`config.mk`:
```
export PLATFORM = sky130hd
export DESIGN_NAME = menu_controller
export DESIGN_NICKNAME = d
export VERILOG_FILES = /design/src/rtl/menu_controller.sv
export SDC_FILE = /design/constraint.sdc
export NUM_CORES = 1
export LEC_CHECK = 0
export BUFFER_PORTS_ARGS = -buffer_cell sky130_fd_sc_hd__buf_2
export CORE_MARGIN = 5
export CORE_UTILIZATION = 40
export CTS_CLUSTER_SIZE = 30
export DETAILED_ROUTE_END_ITERATION = 8
export PLACE_DENSITY_LB_ADDON = 0.12
export SLEW_MARGIN = 20
export SYNTH_ARGS = -nofsm -noshare
export SYNTH_HDL_FRONTEND = slang
export SYNTH_SLANG_ARGS = --single-unit
```
`constraint.sdc`:
```
create_clock -name clk_0 -period 2.1 [get_ports clk_0]
set_input_delay 0.42 -clock clk_0 [delete_from_list [all_inputs] [get_ports clk_0]]
set_output_delay 0.42 -clock clk_0 [all_outputs]
set_load 0.03 [all_outputs]
```
`src/rtl/menu_controller.sv`:
```
// menu_controller: startup menu sequencer (button conditioning, mode select, confirm delay, game hand-off).
// Define MENU_BLINK_EN to make the selected mode string blink while in MENU.
module menu_controller #(
  parameter int   DEBOUNCE_FRAMES = 3,
  parameter int   BLINK_FRAMES    = 16,
  parameter int   CONFIRM_FRAMES  = 60,
  parameter logic DEFAULT_MODE    = 1'b0
) (
  input  logic clk_0,
  input  logic rst,
  input  logic frame_tick,
  input  logic btn_up,
  input  logic btn_down,
  input  logic btn_sel,
  input  logic game_over,
  output logic show_menu,
  output logic hl_sp,
  output logic hl_mp,
  output logic game_start,
  output logic game_mode
);
  localparam logic [3:0] DEB = 4'(DEBOUNCE_FRAMES);
  localparam logic [7:0] CFM = 8'(CONFIRM_FRAMES);
  typedef enum logic [1:0] {MENU, CONFIRM, RUN} state_t;
  state_t st, st_d;
  logic [2:0] raw, s1, s2, stb, stb_q, prs;
  logic [3:0] dcnt [3];
  logic [7:0] ccnt, ccnt_d;
  logic mode, mode_d, cur_menu, cur_d, show_d, hs_d, hm_d, gs_d, gm_d;
  assign raw = {btn_sel, btn_down, btn_up};
  assign prs = stb & ~stb_q;
  always_ff @(posedge clk_0 or negedge rst)
    if (!rst) begin
      s1 <= '0;
      s2 <= '0;
      stb <= '0;
      stb_q <= '0;
      for (int i = 0; i < 3; i++) dcnt[i] <= '0;
    end else begin
      s1 <= raw;
      s2 <= s1;
      stb_q <= stb;
      for (int i = 0; i < 3; i++)
        if (frame_tick) begin
          if (s2[i] == stb[i]) dcnt[i] <= '0;
          else if (dcnt[i] + 4'd1 == DEB) begin
            stb[i] <= s2[i];
            dcnt[i] <= '0;
          end else dcnt[i] <= dcnt[i] + 4'd1;
        end
    end
  always_ff @(posedge clk_0 or negedge rst)
    if (!rst) begin
      st <= MENU;
      mode <= DEFAULT_MODE;
      ccnt <= '0;
    end else begin
      st <= st_d;
      mode <= mode_d;
      ccnt <= ccnt_d;
    end
  always_comb begin
    st_d = st;
    mode_d = mode;
    ccnt_d = '0;
    if (st == MENU) begin
      if (prs[2]) st_d = CONFIRM;
      else if (prs[0] ^ prs[1]) mode_d = prs[1];
    end else if (st == CONFIRM) begin
      ccnt_d = frame_tick ? ccnt + 8'd1 : ccnt;
      if (frame_tick && ccnt + 8'd1 == CFM) begin
        st_d = RUN;
        ccnt_d = '0;
      end
    end else if (game_over) st_d = MENU;
  end
`ifdef MENU_BLINK_EN
  localparam logic [5:0] BLK = 6'(BLINK_FRAMES);
  logic [5:0] bcnt, bcnt_d;
  logic ph, ph_d;
  always_comb begin
    bcnt_d = bcnt;
    ph_d = ph;
    if (st == MENU && frame_tick) begin
      bcnt_d = (bcnt + 6'd1 == BLK) ? '0 : bcnt + 6'd1;
      ph_d = (bcnt + 6'd1 == BLK) ? ~ph : ph;
    end
    // Restart with the cursor lit so a new selection is visible at once.
    if ((st_d == MENU && st != MENU) || mode_d != mode) begin
      bcnt_d = '0;
      ph_d = 1'b1;
    end
  end
  always_ff @(posedge clk_0 or negedge rst)
    if (!rst) begin
      bcnt <= '0;
      ph <= 1'b1;
    end else begin
      bcnt <= bcnt_d;
      ph <= ph_d;
    end
  assign cur_menu = ph_d;
`else
  assign cur_menu = BLINK_FRAMES != 0;
`endif
  always_comb begin
    cur_d = (st_d == CONFIRM) ? 1'b1 : cur_menu;
    show_d = st_d != RUN;
    hs_d = show_d & ~mode_d & cur_d;
    hm_d = show_d & mode_d & cur_d;
    gs_d = st == CONFIRM && st_d == RUN;
    gm_d = (st == MENU && prs[2]) ? mode : game_mode;
  end
  always_ff @(posedge clk_0 or negedge rst)
    if (!rst) begin
      show_menu <= 1'b1;
      hl_sp <= ~DEFAULT_MODE;
      hl_mp <= DEFAULT_MODE;
      game_start <= 1'b0;
      game_mode <= DEFAULT_MODE;
    end else begin
      show_menu <= show_d;
      hl_sp <= hs_d;
      hl_mp <= hm_d;
      game_start <= gs_d;
      game_mode <= gm_d;
    end
endmodule

```
==> run summary <==
Status - completed
Vias per cell - 5.10
Nets - 214
Syn Inst Count - 186
Worst path bufs/invs - 0
Max-cap viol count - 0
Clock net sink count - 40
Routed Antenna Nets - 0
Leak - 0.000950 uW
Slew Viols, Final - 0
Cts repair resizes - 0
DRT Pass-1 Iters - 4
Area leader, netlist - dfrtp_1
Vias in the first global route - 1,348
Asr flop ratio synth - 100%
Routed len/inst - 12.7 um
N_diodes - 0
Largest net degree at the start of global routing - 41
Total GRT Usage - 12.1%
Synth cell types - 35
Final Hold Viols - 0
Die height - 80.3 um
Clk pin slew, worst setup/hold paths - 0.08 ns
Vias - 1,368
Fin Hold WS - 0.175 ns
Setup TNS - 0 ns
Tot Pwr - 2540 uW
DR iter-0 viols - 100
Worst path top cell family by delay - flip-flops
Sequential-to-total area share from yosys stat - 50.8%
Starting density of the core - 41.6%
Worst path depth - 5
Antenna violations before repair - 0
Hold WC Path Type - in -> async
Total wire length - 3410 um
Layout area overhead - 11.2%
DP Area - 2100 sq um
Buffers on Ports - 11
Worst setup EP type - flop
CTS tree - done
Slew headroom - 65.2%
Main synth FF type - dfrtp_1
Fmax - 634 MHz
Post-DP HPWL - 2330 um
DRC - 0
Die area - 6440 sq um
Post-synth EDFFs - 0
Chip width - 80.3 um
Fill count - 450
Final period utilization - 75.1%
CP max stage cell - dfrtp_1
GRT overflow - 0
Ys Warns - 0
Htree depth - 2
Row cnt - 25
Critical path's largest stage delay - 0.44 ns
Crit Path Category - reg -> reg
First-pass GRT wire length - 5960 um
Placeable Area - 4750 sq um
Clk_lat worst skew - 0.30 ns
Cell Pwr Density - 1160 nW/um^2
Clk buf depth - 2
Share of layout cells above drive strength 1 - 17.4%
Final setup vio count - 0
Syn_area_per_cell - 10.6 sq um
Final min period - 1.58 ns
Net count after synthesis - 200
Synth top area cells - dfrtp_1 (48%), ha_1 (4.4%), o21ai_0 (3.5%), nand3_1 (3.3%), nand2_1 (3.0%)
Crit path max fanout - 6
RSZ-0062 raised after global routing - no
WP data required - 2.28 ns
Clk root buf - clkbuf_8
I/O pin count - 12
Tightest Pin Transition - 0.522 ns
Startpoint types - flop
Seq cells post-synth - 40
Worst reg2reg path depth - 5
Post-Route Skew - 0.00691 ns
Post-CTS Setup Bufs - 0
Number of CTS-inserted buffers - 5
Routability cong. - 0.820
CP arrival - 1.76 ns
Top cell type's share of synthesized area - 48.1%
Crit-path cells - ha_1 -> nor3_1 -> a41oi_2 -> nor2_1 -> mux2_4
CTS Hold Bufs - 0
Post-Layout Inst Area - 2200 sq um
Worst vdd ir - 439 uV
Synth Cell Area - 1980 sq um
per-layer routing:
metal	vias up	track usage [%]	wire, um
met4	0	5.91	70
met2	23	18.5	1570
met1	651	15.2	1650
met3	7	4.15	124
li1	687	-	-
met5	-	0	0
synthesized netlist by cell type, types with 2 or more instances:
| master | number |
|---|---|
| o22ai_1 | 4 |
| nand2_1 | 16 |
| a31oi_1 | 3 |
| inv_1 | 8 |
| nor2b_1 | 7 |
| xnor2_1 | 3 |
| a21bo_1 | 3 |
| and3_1 | 5 |
| nand4_1 | 3 |
| a21oi_1 | 6 |
| nand3_1 | 13 |
| ha_1 | 7 |
| o32ai_2 | 2 |
| nand2b_1 | 5 |
| nand3b_1 | 4 |
| nor2_1 | 11 |
| dfstp_2 | 2 |
| o21ai_0 | 14 |
| dfrtp_1 | 38 |
| xor2_1 | 5 |
| buf_2 | 6 |
| mux2_4 | 3 |
| a41oi_2 | 3 |
| nor3_1 | 4 |
cell families after synthesis:
family          count (synthesis)  share of synthesized area, %
compound gates                 40                          15.1
xor+xnor                        8                          3.55
fa+ha+maj                       7                          4.43
buf+inv                        15                          3.23
flops                          40                          50.8
mux                             5                          3.36
simple gates                   71                          19.5
layout make-up:
class | count | area, sq um | area share (%)
Clock buffer | 7 | 86.3 | 3.93
Clock inverter | 1 | 7.51 | 0.342
Inverter | 8 | 30.0 | 1.37
Multi-Input combinational cell | 131 | 908 | 41.3
Sequential cell | 40 | 1000 | 45.7
Tap cell | 67 | 83.8 | 3.82
Timing Repair Buffer | 14 | 77.6 | 3.53
placed cells by master (no fill, tap or decap):
cell	instances
nor3_1	4
buf_2	11
nand2b_1	5
mux2i_1	1
o41ai_1	1
inv_1	8
o21ai_1	1
nand3b_1	4
nor3_4	1
o22ai_2	1
nor2b_1	7
nor2_1	11
nand3_1	13
o32ai_1	1
or3_1	1
a41oi_2	3
buf_4	3
a21oi_1	6
clkbuf_1	1
o21ai_0	14
mux2_4	3
clkinvlp_4	1
xor2_1	5
nand2_1	16
dfrtp_1	38
nand4_4	1
dfstp_2	2
ha_1	7
o32ai_2	2
a21bo_1	3
a311oi_1	1
clkbuf_8	6
mux2_2	1
and3_1	5
xnor2_1	3
o22ai_1	4
nand4_1	3
a31oi_1	3
state kept, by name, indices dropped and copies added (netlist names):
name and cells:
hl_sp 1, ccnt 8, show_menu 1, s2 3, stb_q 3, stb 3, game_mode 1, mode 1
dcnt 12, s1 3, hl_mp 1, game_start 1, st 2
worst reg2reg max path: stages (launching register included):
cell	delay, ns
dfrtp_1	0.44
ha_1	0.26
nor3_1	0.24
a41oi_2	0.07
nor2_1	0.16
mux2_4	0.31
power by group:
group | switching [uW] | internal, uW
sequential | 241 | 974
combinational | 424 | 367
clock | 269 | 267
total | 934 | 1610
stage by stage:
step,util (%),worst slack (ns),std cells
2_1_floorplan,-,0.619,186
3_3_place_gp,44.2,0.560,260
3_5_place_dp,44.2,0.513,260
4_1_cts,46.2,0.506,268
5_1_grt,46.2,0.391,268
6_report,46.2,0.522,268
path summary, 6_finish.rpt:
| path | from | end | slack [ns] |
|---|---|---|---|
| worst max-delay path | dcnt[9]$_DFFE_PN0P_ | stb[0]$_DFFE_PN0P_ | 0.52 |
| worst min-delay path | rst | s2[2]$_DFF_PN0_ | 0.17 |
| worst max register to register | dcnt[9]$_DFFE_PN0P_ | stb[0]$_DFFE_PN0P_ | 0.52 |
| worst min register to register | s1[2]$_DFF_PN0_ | s2[2]$_DFF_PN0_ | 0.35 |
| max in group asynchronous | rst | show_menu$_DFF_PN1_ | 1.55 |
| min in group clk_0 | btn_sel | s1[2]$_DFF_PN0_ | 0.22 |
Power figures use the tool's default switching activity.
